`config.mk`:
```
export PLATFORM = sky130hd
export DESIGN_NAME = idex_pipe_reg
export DESIGN_NICKNAME = d
export VERILOG_FILES = /design/src/rtl/idex_pipe_reg.sv
export SDC_FILE = /design/constraint.sdc
export NUM_CORES = 1
export LEC_CHECK = 0
export ABC_AREA = 1
export CORE_AREA = 4 4 146 148
export DETAILED_ROUTE_END_ITERATION = 10
export DIE_AREA = 0 0 150 152
export DONT_BUFFER_PORTS = 1
export GPL_TIMING_DRIVEN = 0
export MAX_ROUTING_LAYER = met4
export SKIP_LAST_GASP = 1
export SYNTH_ARGS = -nofsm -noshare
export SYNTH_HDL_FRONTEND = slang
export SYNTH_SLANG_ARGS = --single-unit
export TNS_END_PERCENT = 50
```
`constraint.sdc`:
```
create_clock -name CLK -period 9.2 [get_ports CLK]
set_input_delay 1.84 -clock CLK [delete_from_list [all_inputs] [get_ports CLK]]
set_output_delay 1.84 -clock CLK [all_outputs]
set_load 0.02 [all_outputs]
```
`src/rtl/idex_pipe_reg.sv`:
```
// ---------------------------------------------------------------------------
// idex_pipe_reg
//   Parametrised ID/EX pipeline register for the 5-stage MIPS core.
//   Carries the control bundle and instruction fields from ID into EX. It adds
//   a per-slot valid bit, a downstream hold, a branch-flush bubble, load-use
//   hazard detection with automatic bubble insertion, and saturating
//   bubble/stall counters.
//
// Ports
//   CLK, RESET        clock (rising edge), asynchronous active-high reset
//   id_*              instruction fields presented by the ID stage
//   stall_in          EX/MEM cannot accept: hold every EX register
//   flush             taken branch/jump: turn the EX slot into a bubble
//   hazard_stall      combinational: freeze PC and IF/ID this cycle
//   ex_*              registered instruction fields for the EX stage
//   bubble_cnt        bubbles inserted (flush + load-use), saturating
//   stall_cnt         cycles held by stall_in, saturating
// ---------------------------------------------------------------------------
module idex_pipe_reg #(
  parameter int CTRL_W      = 11,
  parameter int DATA_W      = 32,
  parameter int REG_W       = 5,
  parameter int MEMREAD_BIT = 3,
  parameter int CNT_W       = 16
) (
  input  logic              CLK,
  input  logic              RESET,
  input  logic              id_valid,
  input  logic [CTRL_W-1:0] id_ctrl,
  input  logic [5:0]        id_opcode,
  input  logic [REG_W-1:0]  id_rs,
  input  logic [REG_W-1:0]  id_rt,
  input  logic [REG_W-1:0]  id_rd,
  input  logic [DATA_W-1:0] id_rs_data,
  input  logic [DATA_W-1:0] id_rt_data,
  input  logic [DATA_W-1:0] id_imm,
  input  logic [4:0]        id_shamt,
  input  logic [5:0]        id_funct,
  input  logic [DATA_W-1:0] id_pc4,
  input  logic              stall_in,
  input  logic              flush,
  output logic              hazard_stall,
  output logic              ex_valid,
  output logic [CTRL_W-1:0] ex_ctrl,
  output logic [5:0]        ex_opcode,
  output logic [REG_W-1:0]  ex_rs,
  output logic [REG_W-1:0]  ex_rt,
  output logic [REG_W-1:0]  ex_rd,
  output logic [DATA_W-1:0] ex_rs_data,
  output logic [DATA_W-1:0] ex_rt_data,
  output logic [DATA_W-1:0] ex_imm,
  output logic [4:0]        ex_shamt,
  output logic [5:0]        ex_funct,
  output logic [DATA_W-1:0] ex_pc4,
  output logic [CNT_W-1:0]  bubble_cnt,
  output logic [CNT_W-1:0]  stall_cnt
);

  // Increment that sticks at all-ones instead of wrapping.
  function automatic logic [CNT_W-1:0] sat_inc(input logic [CNT_W-1:0] v);
    logic [CNT_W-1:0] r;
    if (v == {CNT_W{1'b1}}) begin
      r = v;
    end else begin
      r = v + {{(CNT_W-1){1'b0}}, 1'b1};
    end
    return r;
  endfunction

  logic lu_s;
  logic bubble_ev_s;
  logic stall_ev_s;

  // Load-use detection: a load in EX whose destination (nonzero) is read in ID.
  always_comb begin
    lu_s = 1'b0;
    if (ex_valid && ex_ctrl[MEMREAD_BIT] && id_valid && (ex_rt != {REG_W{1'b0}})) begin
      lu_s = (ex_rt == id_rs) || (ex_rt == id_rt);
    end else begin
      lu_s = 1'b0;
    end
  end

  // flush and stall_in both pre-empt the hazard: the ID instruction is not
  // going anywhere this cycle, so detection is redone once they clear.
  assign hazard_stall = lu_s & ~flush & ~stall_in;

  // A flush always bubbles; a load-use bubbles only when not held. Counting
  // as one event keeps flush+lu from double-counting.
  assign bubble_ev_s = flush | (lu_s & ~stall_in);
  assign stall_ev_s  = stall_in & ~flush;

  // EX slot registers: priority flush > hold > load-use bubble > capture.
  always_ff @(posedge CLK or posedge RESET) begin
    if (RESET) begin
      ex_valid   <= 1'b0;
      ex_ctrl    <= {CTRL_W{1'b0}};
      ex_opcode  <= 6'd0;
      ex_rs      <= {REG_W{1'b0}};
      ex_rt      <= {REG_W{1'b0}};
      ex_rd      <= {REG_W{1'b0}};
      ex_rs_data <= {DATA_W{1'b0}};
      ex_rt_data <= {DATA_W{1'b0}};
      ex_imm     <= {DATA_W{1'b0}};
      ex_shamt   <= 5'd0;
      ex_funct   <= 6'd0;
      ex_pc4     <= {DATA_W{1'b0}};
    end else if (flush) begin
      ex_valid <= 1'b0;
      ex_ctrl  <= {CTRL_W{1'b0}};
    end else if (stall_in) begin
      ex_valid <= ex_valid;
      ex_ctrl  <= ex_ctrl;
    end else if (lu_s) begin
      ex_valid <= 1'b0;
      ex_ctrl  <= {CTRL_W{1'b0}};
    end else begin
      ex_valid   <= id_valid;
      // An invalid slot must never carry live control bits.
      ex_ctrl    <= id_valid ? id_ctrl : {CTRL_W{1'b0}};
      ex_opcode  <= id_opcode;
      ex_rs      <= id_rs;
      ex_rt      <= id_rt;
      ex_rd      <= id_rd;
      ex_rs_data <= id_rs_data;
      ex_rt_data <= id_rt_data;
      ex_imm     <= id_imm;
      ex_shamt   <= id_shamt;
      ex_funct   <= id_funct;
      ex_pc4     <= id_pc4;
    end
  end

  // Saturating performance counters, cleared only by RESET.
  always_ff @(posedge CLK or posedge RESET) begin
    if (RESET) begin
      bubble_cnt <= {CNT_W{1'b0}};
      stall_cnt  <= {CNT_W{1'b0}};
    end else begin
      if (bubble_ev_s) begin
        bubble_cnt <= sat_inc(bubble_cnt);
      end else begin
        bubble_cnt <= bubble_cnt;
      end
      if (stall_ev_s) begin
        stall_cnt <= sat_inc(stall_cnt);
      end else begin
        stall_cnt <= stall_cnt;
      end
    end
  end

endmodule

```
==> PnR_summary.wiki, run 1 <==
{| class="wikitable"
! Metric !! Value
|-
| Skew-Pair Late Insertion Delay || about 0.52 ns
|-
| Relative slew margins || between 50% and 60%
|-
| Antenna cell count || 0
|-
| Dominant cell type by area after synthesis || sky130_fd_sc_hd__dfrtp_1
|-
| EDFF count, synth || 0
|-
| Fraction of the mapped netlist area in compound gates || 0.923%
|-
| Detail Placement HPWL || 18,700 microns
|-
| Fin. Hold Viols || 0
|-
| Net count, final || roughly 1,200
|-
| Main area contributors after synthesis || sky130_fd_sc_hd__dfrtp_1, sky130_fd_sc_hd__nand2_1, sky130_fd_sc_hd__nand3_1
|-
| Core region area || 20,000 sq um
|-
| Antenna-violating nets left || 0
|-
| Largest family of logic cells by synthesized area || simple AND/OR/NAND/NOR gates
|-
| Setup clock skew after layout || about 0.013 ns
|-
| All-layer global routing usage || approximately 23%
|-
| Count leader, synth || sky130_fd_sc_hd__nand2_1
|-
| Classification of the worst setup path || input port to primary output
|-
| Setup repair after global routing missed its margin || false
|-
| Number of unique standard cell types used by synthesis || 21
|-
| Number of H-tree branching levels || 1
|-
| Via count || roughly 6,800
|-
| Count of pins on the block boundary || 381
|-
| Number of antenna violations at the first check in global routing || 0
|-
| Count of pins over their slew limit || 0
|-
| Maximum number of pins on one net before global-route repair || 104
|-
| Total Wirelength || about 25,000 microns
|-
| Cts repair resizes || 0
|-
| First-pass iteration count of the detailed router || 5
|-
| Post-layout utilization of the core || 49.6%
|-
| Adder-Cell Fraction of Synth Area || less than 1%
|-
| Critical path data required time || 7.36 ns
|-
| Aggregate global routing overflow || 0
|-
| Multiplexer share of the synthesized area || 0%
|-
| Number of storage elements in the synthesis netlist || approximately 200
|-
| Weighted congestion at the end of routability-driven global placement || about 0.88
|-
| Fin crit period || roughly 4.6 ns
|-
| I/O Buffers || 0
|-
| Register area share after synthesis || ~60%
|-
| Syn Nets || around 1,200
|-
| Cell types with the highest counts after synthesis || sky130_fd_sc_hd__nand2_1, sky130_fd_sc_hd__dfrtp_1, sky130_fd_sc_hd__nand3_1, sky130_fd_sc_hd__inv_1, sky130_fd_sc_hd__nor2_1
|-
| Peak supply drop || around 0.13 mV
|-
| Cell row count || 52
|-
| Hold Worst Slack || ~0.62 ns
|-
| Number of hold buffers added after CTS || 0
|-
| Area taken by flip-flops and latches || slightly above 5000 sq um
|-
| Wire length of the first global-routing pass || 39,900 microns
|-
| Post-synthesis async set-or-reset flop share || 100%
|-
| Number of DRC violations after detailed routing || 0
|-
| Die Y || 152 microns
|-
| Post-detailed-route via-to-cell ratio || just over 5
|-
| Final Power || 2.52 mW
|-
| Fin crit share || 50.5%
|-
| Post-synth top area share || between 50 and 60%
|-
| Wirelength per Cell || about 19 microns
|-
| Max Clock Freq || about 220 MHz
|-
| Number of maximum-capacitance violations || 0
|-
| Cell area after technology mapping || 8680 sq um
|-
| Status || completed
|-
| Instance count of the mapped netlist || between 1,000 and 1,500
|-
| Xor-xnor portion of the synthesized cell area || under 10%
|-
| Final-layout fill cell count || between 1,500 and 2,000
|-
| Post-CTS setup repair buffer count || 0
|-
| Count of warnings emitted by yosys || 0
|-
| Clock tree root driver cell || sky130_fd_sc_hd__clkbuf_16
|-
| Ratio of cells with drive above 1 in the final layout || 7.87%
|-
| Minimum setup slack in the final design || 4.55 ns
|-
| Starting DRT DRC Count || around 450
|-
| Pre-CTS worst setup slack || ~4.5 ns
|-
| Die width || 150 microns
|-
| Max Buffers Root-to-Sink || 3
|-
| Largest fanout on the critical path || 3
|-
| TNS Setup || 0 ns
|-
| CP Launch Type || input port
|-
| CP Data Arrival Time || roughly 2.8 ns
|-
| Static Leak || 5.23 nW
|-
| Leading register cell type out of synthesis || sky130_fd_sc_hd__dfrtp_1
|-
| Starting density of the core || ~43%
|-
| Area delta synth->final || 14.4%
|-
| Clock buffers created by TritonCTS || 24
|-
| Mean post-synth cell area || ~8.5 sq um
|-
| Number of clock sinks || a little over 200
|-
| Simple-gate portion of the synthesized area || 32.4%
|-
| Total Die Area || 22,800 sq um
|-
| Type of the tightest min-delay check || flop to flop
|-
| Via count of the first global-routing pass || around 7,000
|-
| CTS tree || done
|-
| Number of setup violations in the final report || 0
|-
| Sort of element at the end of the critical path || primary output
|-
| Multi-input combinational cell area || 3100 sq um
|-
| Transition time at the pin with the least slew margin || roughly 0.73 ns
|-
| Power density cells || 254 nW/um^2
|-
| Reg clk slew, reported paths || 0.06 ns
|}
[cells in the final DEF, fill, tap and decap left out, types with 10 or more instances in the layout]
cell type                     n
sky130_fd_sc_hd__nor3_1      11
sky130_fd_sc_hd__clkbuf_1    20
sky130_fd_sc_hd__nand3_1    184
sky130_fd_sc_hd__dfrtp_1    204
sky130_fd_sc_hd__buf_4       10
sky130_fd_sc_hd__buf_2       22
sky130_fd_sc_hd__nor2_1      26
sky130_fd_sc_hd__nand2_1    443
sky130_fd_sc_hd__xor2_1      14
sky130_fd_sc_hd__inv_1       45
sky130_fd_sc_hd__clkbuf_16   24
sky130_fd_sc_hd__o21ai_0     14
[per-stage QoR]
step / area, sq um / std cells
final: 9930 / 1337
after CTS: 9930 / 1337
after global placement: 9020 / 1295
after detailed placement: 9050 / 1296
after global routing: 9930 / 1337
after floorplan: 8680 / 1025
[flip-flops by register name, indices dropped and copies added (netlist names)]
signal	count
ex_rs_data	32
stall_cnt	16
ex_rt_data	32
ex_funct	6
ex_valid	1
ex_rd	5
ex_rs	5
ex_shamt	5
bubble_cnt	16
ex_rt	5
ex_imm	32
ex_ctrl	11
ex_pc4	32
ex_opcode	6
[cell families after synthesis]
family,after synthesis
AND/OR/NAND/NOR,676
flip-flops,204
buffers and inverters,106
XOR/XNOR,21
AO/OA/AOI/OAI,16
adder cells (fa/ha/maj),2
[area by class of cell]
type                       count  area share (%)
sequential                   204            51.4
multi-input combinational    715            31.2
clock buffer                  28            6.30
tap                          270            3.40
buffer                        56            2.85
clock inverter                13            2.57
inverter                      50            1.97
timing repair buffer           1           0.277
[routing by layer]
metal	track usage (%)	up-vias	part of all wire (%)
li1	-	3284	-
met1	27.3	3178	38
met2	36.1	308	49
met3	7.54	50	10
met4	6.49	0	2.9
met5	-	-	0
[path summary, 6_finish.rpt]
path                            start       endpoint  slack (ns)  cells after the start
max                          id_valid   hazard_stall        4.55                      6
min                        ex_pc4[28]     ex_pc4[28]        0.62                      2
max reg2reg                  ex_rt[0]     ex_imm[14]        7.05                      9
min reg2reg                ex_pc4[28]     ex_pc4[28]        0.62                      2
max in group asynchronous       RESET  stall_cnt[13]        6.95                      2
min in group asynchronous       RESET     ex_pc4[27]        1.27                      1
[where the power goes]
group	switching [mW]	internal (mW)
combinational	0.125	0.0744
clock	0.378	0.682
sequential	0.257	1.01
[critical path: stages]
cell and delay, ns:
sky130_fd_sc_hd__inv_1 0.04, sky130_fd_sc_hd__nor2_1 0.16, sky130_fd_sc_hd__o21ai_0 0.12, sky130_fd_sc_hd__inv_1 0.11
sky130_fd_sc_hd__nand3_1 0.12, sky130_fd_sc_hd__nor2_1 0.42
Note: power is estimated with default switching activity, not from simulation.
==> run 2, diff against run 1 <==
- CORE_AREA: 4 4 146 148 -> 4 4 144 146
- DIE_AREA: 0 0 150 152 -> 0 0 148 150
- clock period: 9.2 -> 3.75 ns (I/O delays scaled with it)
==> run 2 against run 1 <==
Clock skew down 0.0030 ns. Via count shrank 0.25%. Combinational power grew to 2.5 times the previous value. Die area shrank 2.6%. Sequential share of layout area grew 0.36 points.
==> PnR_summary.wiki, run 2 (synthesis results as in run 1) <==
{| class="wikitable"
! Metric !! Value
|-
| Sort of element at the end of the critical path || primary output
|-
| TNS Setup || 0 ns (unchanged)
|-
| Number of hold buffers added after CTS || 0 (unchanged)
|-
| Number of setup violations in the final report || 0 (unchanged)
|-
| Seq pwr share || 53.2% (+3.1 points)
|-
| Count of pins over their slew limit || 0 (unchanged)
|-
| Area delta synth->final || 13.7%
|-
| Type of the tightest min-delay check || input port to asynchronous set/reset pin
|-
| CP Data Arrival Time || 2.11 ns (-0.70 ns)
|-
| Peak supply drop || 0.288 mV (+120%)
|-
| Die width || 148 microns (-1.3%)
|-
| Post-detailed-route via-to-cell ratio || 5.08 (-0.32%)
|-
| Wirelength per Cell || 19.0 microns (+0.11%)
|-
| Reg clk slew, reported paths || 0.06 ns (about the same)
|-
| Antenna-violating nets left || 0 (unchanged)
|-
| Weighted congestion at the end of routability-driven global placement || 0.842 (-4.1%)
|-
| I/O Buffers || 0 (unchanged)
|-
| CP Launch Type || flop
|-
| Number of antenna violations at the first check in global routing || 1 (+1)
|-
| Setup repair after global routing missed its margin || false
|-
| Switch share || 31.8% (+1.7 points)
|-
| Classification of the worst setup path || flop to primary output
|-
| All-layer global routing usage || 22.5% (-0.093 points)
|-
| Max Buffers Root-to-Sink || 3 (unchanged)
|-
| Status || completed
|-
| Net count, final || 1,233 (+0.24%)
|-
| Number of clock sinks || 204 (unchanged)
|-
| Fin crit share || between 70% and 80%
|-
| Count of pins on the block boundary || 381 (unchanged)
|-
| Critical path data required time || 3.00 ns (-4.36 ns)
|-
| Ratio of cells with drive above 1 in the final layout || 8.30% (+0.43 points)
|-
| Core region area || 19,400 sq um (-3.2%)
|-
| Global Route met1 Usage || 26.9% (-0.33 points)
|-
| Cts repair resizes || 0 (unchanged)
|-
| Cell row count || 51 (-1.9%)
|-
| Aggregate global routing overflow || 0 (unchanged)
|-
| Total placed cells including tap cells || 1,295 (-0.077%)
|-
| Power density cells || 592 nW/um^2 (+130%)
|-
| Total Wirelength || 25,400 microns (+0.18%)
|-
| Clock power frac || 38.2% (-3.8 points)
|-
| CTS tree || done
|-
| Clock tree root driver cell || sky130_fd_sc_hd__clkbuf_16
|-
| Hold Worst Slack || 0.234 ns (-0.383 ns)
|-
| Die Y || 150 microns (-1.3%)
|-
| Via count of the first global-routing pass || 6,726 (-3.1%)
|-
| Fin. Hold Viols || 0 (unchanged)
|-
| Most common cell after layout, fill and taps aside || sky130_fd_sc_hd__nand2_1
|-
| Met2 usage in global routing || 37.0% (+0.88 points)
|-
| Top library cells by usage in the layout, fill and taps aside || sky130_fd_sc_hd__nand2_1, sky130_fd_sc_hd__dfrtp_1, sky130_fd_sc_hd__nand3_1
|-
| Relative slew margins || 49.3% (-2.2 points)
|-
| Static Leak || 5.20 nW (-0.44%)
|-
| Fin crit period || about 2.9 ns
|-
| Post-CTS setup repair buffer count || 0 (unchanged)
|-
| Detail Placement HPWL || 19,300 microns (+3.3%)
|-
| Final non-filler cell area || 9860 sq um (-0.69%)
|-
| Starting DRT DRC Count || 286 (-37%)
|-
| Final standard cell count with taps included and fillers excluded || 1,338 (+0.075%)
|-
| Number of DRC violations after detailed routing || 0 (unchanged)
|-
| Skew-Pair Late Insertion Delay || 0.50 ns (-0.02 ns)
|-
| Largest fanout on the critical path || 5 (+2)
|-
| Wire length of the first global-routing pass || 38,300 microns (-4.1%)
|-
| Clock buffers created by TritonCTS || 23 (-4.2%)
|-
| Number of maximum-capacitance violations || 0 (unchanged)
|-
| Final Power || 5.84 mW (+130%)
|-
| Max Clock Freq || approximately 350 MHz
|-
| Gate power share || 8.6% (+0.7 points)
|-
| Net switching power || 1.86 mW (+140%)
|-
| Total Die Area || 22,200 sq um (-2.6%)
|-
| Maximum number of pins on one net before global-route repair || 42 (-60%)
|-
| Setup clock skew after layout || 0.00954 ns (-0.00305 ns)
|-
| GR Layer Usage met3 || 7.15% (-0.39 points)
|-
| Number of H-tree branching levels || 1 (unchanged)
|-
| Starting density of the core || 44.7% (+1.4 points)
|-
| Internal power || 3.99 mW (+130%)
|-
| Peak-usage layer in the global routing report || met2
|-
| Transition time at the pin with the least slew margin || 0.759 ns (+0.0310 ns)
|-
| Cell area after placement || 9110 sq um (+0.69%)
|-
| First-pass iteration count of the detailed router || 5 (unchanged)
|-
| Via count || 6,803 (-0.25%)
|}
[run 2: cell types whose count changed in the layout (fill, tap and decap cells not counted)]
cell	before	now
sky130_fd_sc_hd__bufinv_16	7	2
sky130_fd_sc_hd__inv_8	1	0
sky130_fd_sc_hd__clkinv_2	4	10
sky130_fd_sc_hd__clkbuf_16	24	23
sky130_fd_sc_hd__clkinvlp_4	0	1
sky130_fd_sc_hd__diode_2	0	1
sky130_fd_sc_hd__clkinv_4	1	0
sky130_fd_sc_hd__buf_12	0	5
sky130_fd_sc_hd__buf_16	1	0
sky130_fd_sc_hd__inv_6	0	1
sky130_fd_sc_hd__clkbuf_8	1	3
sky130_fd_sc_hd__clkinv_8	1	0
[run 2: layout make-up]
cell class / instances / area, sq um
Fill cell: 1893 / 9540
Sequential cell: 204 / 5100
Multi-Input combinational cell: 715 / 3100
Clock buffer: 29 / 628
Tap cell: 265 / 332
Buffer: 56 / 283
Inverter: 50 / 191
Clock inverter: 13 / 119
Timing Repair Buffer: 5 / 100
Antenna cell: 1 / 2.50
[run 2: stage by stage]
stage	worst slack, ns	util (%)
after floorplan	0.356	-
after global routing	0.743	50.8
after CTS	0.863	50.8
after detailed placement	1.14	47.0
final	0.889	50.8
after global placement	-0.791	46.5
[run 2: critical path: stages (launching register included)]
cell and delay [ns]:
sky130_fd_sc_hd__dfrtp_1 0.52, sky130_fd_sc_hd__inv_1 0.14, sky130_fd_sc_hd__nand2_1 0.08, sky130_fd_sc_hd__nand2_1 0.05, sky130_fd_sc_hd__nor2_1 0.10, sky130_fd_sc_hd__nand3_1 0.09, sky130_fd_sc_hd__nand2_1 0.12, sky130_fd_sc_hd__nand3_1 0.13
sky130_fd_sc_hd__nor2_1 0.38
[run 2: worst paths after layout]
kind,from,to,slack (ns),cells past startpoint
max,ex_rt[0],hazard_stall,0.89,8
min,RESET,ex_rs_data[17],0.23,1
max reg2reg,ex_rt[0],ex_pc4[24],1.61,12
min reg2reg,ex_imm[3],ex_imm[3],0.61,2
max in group asynchronous,RESET,ex_pc4[17],2.43,4
min in group CLK,id_ctrl[8],ex_ctrl[8],0.35,2
[run 2: per-layer routing]
layer	part of all wire (%)	wire (microns)
met2	50	12600
met4	2.6	656
met3	9.5	2420
met1	38	9690
met5	0	0
[run 2: power by group through the flow]
stage | clock, mW | sequential [mW] | combinational, mW
2_1_floorplan | 0 | 3.03 | 0.402
3_3_place_gp | 0 | 3.15 | 0.478
3_5_place_dp | 0 | 3.15 | 0.513
4_1_cts | 2.28 | 3.12 | 0.510
5_1_grt | 2.38 | 3.14 | 0.596
6_report | 2.23 | 3.11 | 0.500
==> run 3, diff against run 2 <==
- clock period: 3.75 -> 2.29 ns (I/O delays scaled with it)
==> run 3 against run 2 <==
Clock skew shrank 0.00073 ns. Worst setup slack lost 0.83 ns. Sequential share of layout area shrank 0.22 points. Die area is the same. Sequential cell count is the same. Utilization grew 0.28 points. Global-route usage is essentially flat. Register-to-register slack lost 1.5 ns. Final area grew 0.55%. Via count grew 0.31%. Clock power grew 64%. Sequential power grew 64%. Critical path type unchanged.
==> PnR_summary.wiki, run 3 (synthesis results as in run 1) <==
{| class="wikitable"
! Metric !! Value
|-
| Setup clock skew after layout || 0.00881 ns (-0.000730 ns)
|-
| Area taken by flip-flops and latches || 5110 sq um (+0.12%)
|-
| Die Y || 150 microns (unchanged)
|-
| Pre-CTS worst setup slack || -0.0292 ns (-1.17 ns)
|-
| Total Die Area || 22,200 sq um (unchanged)
|-
| Type of the tightest min-delay check || input port to flop
|-
| CP Launch Type || flop
|-
| Core region area || 19,400 sq um (unchanged)
|-
| Clock buffers created by TritonCTS || 23 (unchanged)
|-
| Starting DRT DRC Count || 302 (+5.6%)
|-
| Status || completed
|-
| Total placed cells including tap cells || 1,295 (unchanged)
|-
| Wirelength per Cell || 19.0 microns (about the same)
|-
| Count of pins on the block boundary || 381 (unchanged)
|-
| Number of DRC violations after detailed routing || 0 (unchanged)
|-
| Static Leak || 5.21 nW (+0.15%)
|-
| CP Data Arrival Time || 1.77 ns (-0.34 ns)
|-
| Die width || 148 microns (unchanged)
|-
| I/O Buffers || 0 (unchanged)
|-
| Detail Placement HPWL || 19,300 microns (unchanged)
|-
| Most common cell after layout, fill and taps aside || sky130_fd_sc_hd__nand2_1
|-
| Number of antenna violations at the first check in global routing || 1 (unchanged)
|-
| Via count of the first global-routing pass || 6,735 (+0.13%)
|-
| Fin. Hold Viols || 0 (unchanged)
|-
| Number of clock sinks || 204 (unchanged)
|-
| Hold Worst Slack || 0.0627 ns (-0.171 ns)
|-
| Count of pins over their slew limit || 0 (unchanged)
|-
| Final-layout fill cell count || 1,888 (-0.26%)
|-
| Post-detailed-route via-to-cell ratio || 5.09 (+0.16%)
|-
| Cell area after placement || 9110 sq um (unchanged)
|-
| Setup repair after global routing missed its margin || true
|-
| Max Clock Freq || 448 MHz
|-
| Number of H-tree branching levels || 1 (unchanged)
|-
| Relative slew margins || 48.5% (-0.86 points)
|-
| Reg clk slew, reported paths || 0.06 ns (about the same)
|-
| Skew-Pair Late Insertion Delay || 0.50 ns (about the same)
|-
| Slowest stage delay, CP || 0.47 ns (-0.05 ns)
|-
| Worst-path cell chain || inv_2 > nand2_1 > nand2_1 > nor2_1 > nand3_1 > nand2_2 > nand3_4 > nor2_4
|-
| Largest fanout on the critical path || 5 (unchanged)
|-
| Fin crit share || between 90 and 100%
|-
| Top library cells by usage in the layout, fill and taps aside || sky130_fd_sc_hd__nand2_1, sky130_fd_sc_hd__dfrtp_1, sky130_fd_sc_hd__nand3_1
|-
| Critical path data required time || 1.83 ns (-1.17 ns)
|-
| Wire length of the first global-routing pass || 38,300 microns (about the same)
|-
| Total Wirelength || 25,400 microns (about the same)
|-
| Number of setup violations in the final report || 0 (unchanged)
|-
| Maximum number of pins on one net before global-route repair || 42 (unchanged)
|-
| Area delta synth->final || 14.3%
|-
| Sort of element at the end of the critical path || primary output
|-
| Final non-filler cell area || 9920 sq um (+0.55%)
|-
| Aggregate global routing overflow || 0 (unchanged)
|-
| Transition time at the pin with the least slew margin || 0.772 ns (+0.0128 ns)
|-
| Minimum setup slack in the final design || 0.0586 ns (-0.830 ns)
|-
| Most frequent cell on the critical path || sky130_fd_sc_hd__nand2_1
|-
| All-layer global routing usage || 22.5% (about the same)
|-
| TNS Setup || 0 ns (unchanged)
|-
| Number of maximum-capacitance violations || 0 (unchanged)
|-
| Power density cells || 965 nW/um^2 (+63%)
|-
| Clock tree root driver cell || sky130_fd_sc_hd__clkbuf_16
|-
| Max Buffers Root-to-Sink || 3 (unchanged)
|-
| Cell row count || 51 (unchanged)
|-
| Fin crit period || approximately 2.2 ns
|-
| Final Power || 9.57 mW (+64%)
|-
| Weighted congestion at the end of routability-driven global placement || 0.842 (unchanged)
|-
| Antenna-violating nets left || 0 (unchanged)
|-
| Classification of the worst setup path || flop to primary output
|-
| Post-layout utilization of the core || 51.1% (+0.28 points)
|-
| CTS tree || done
|-
| Multi-input combinational cell area || 3130 sq um (+0.97%)
|-
| Net count, final || 1,235 (+0.16%)
|-
| First-pass iteration count of the detailed router || 5 (unchanged)
|-
| Starting density of the core || 44.7% (unchanged)
|-
| Via count || 6,824 (+0.31%)
|-
| Ratio of cells with drive above 1 in the final layout || 9.31% (+1.0 points)
|-
| Cell with the largest stage delay on the worst path || sky130_fd_sc_hd__dfrtp_2
|-
| Final standard cell count with taps included and fillers excluded || 1,340 (+0.15%)
|-
| Peak supply drop || 0.474 mV (+64%)
|}
==> run 3: changes by cell type in the layout (fill, tap and decap cells not counted), sizes merged <==
cell | before | now
dlygate4sd3 | 0 | 1
buf | 44 | 45
==> run 3: worst paths after layout <==
check / slack (ns) / start / end / cells after the start
hold / removal: 0.06 / id_ctrl[8] / ex_ctrl[8] / 2
min in group asynchronous: 0.56 / RESET / ex_rs_data[17] / 2
hold reg to reg: 0.61 / ex_imm[3] / ex_imm[3] / 2
setup reg to reg: 0.15 / ex_rt[2] / ex_imm[0] / 12
setup / recovery: 0.06 / ex_rt[1] / hazard_stall / 8
max in group asynchronous: 0.64 / RESET / ex_pc4[17] / 5
==> run 3: per-layer routing <==
layer	vias to the layer above	GRT usage, %	wire, microns
met5	-	-	0
met4	0	6.37	720
met3	45	7.24	2330
met2	265	36.8	12600
met1	3210	26.9	9730
li1	3304	-	-
==> run 3: critical path: cells and delay by family (launching register included) <==
family	cells	cell delay [ns]
DFF	1	0.47
buffers and inverters	1	0.07
and+or+nand+nor	7	0.74
==> run 3: final cells by class <==
class	count	share of cell area (%)
clock buffer	29	6.33
sequential	204	51.5
clock inverter	13	1.20
antenna	1	0.0252
tap	265	3.34
inverter	50	1.93
multi-input combinational	715	31.6
buffer	56	2.85
timing repair buffer	7	1.19
==> run 3: power breakdown <==
group	internal (mW)	switching (mW)	total [mW]	leakage [nW]
Combinational	0.318	0.511	0.828	2.28
Sequential	4.05	1.04	5.09	2.55
Clock	2.17	1.48	3.65	0.380
Total	6.54	3.03	9.57	5.21
==> run 3: timing repair <==
action	4_1_cts	5_1_grt
setup endpoints to repair	1	2
pin swaps	1	2
buffers inserted	0	1
resized for setup	11	1
endpoints found under the hold margin	31	0
hold buffers	1	0
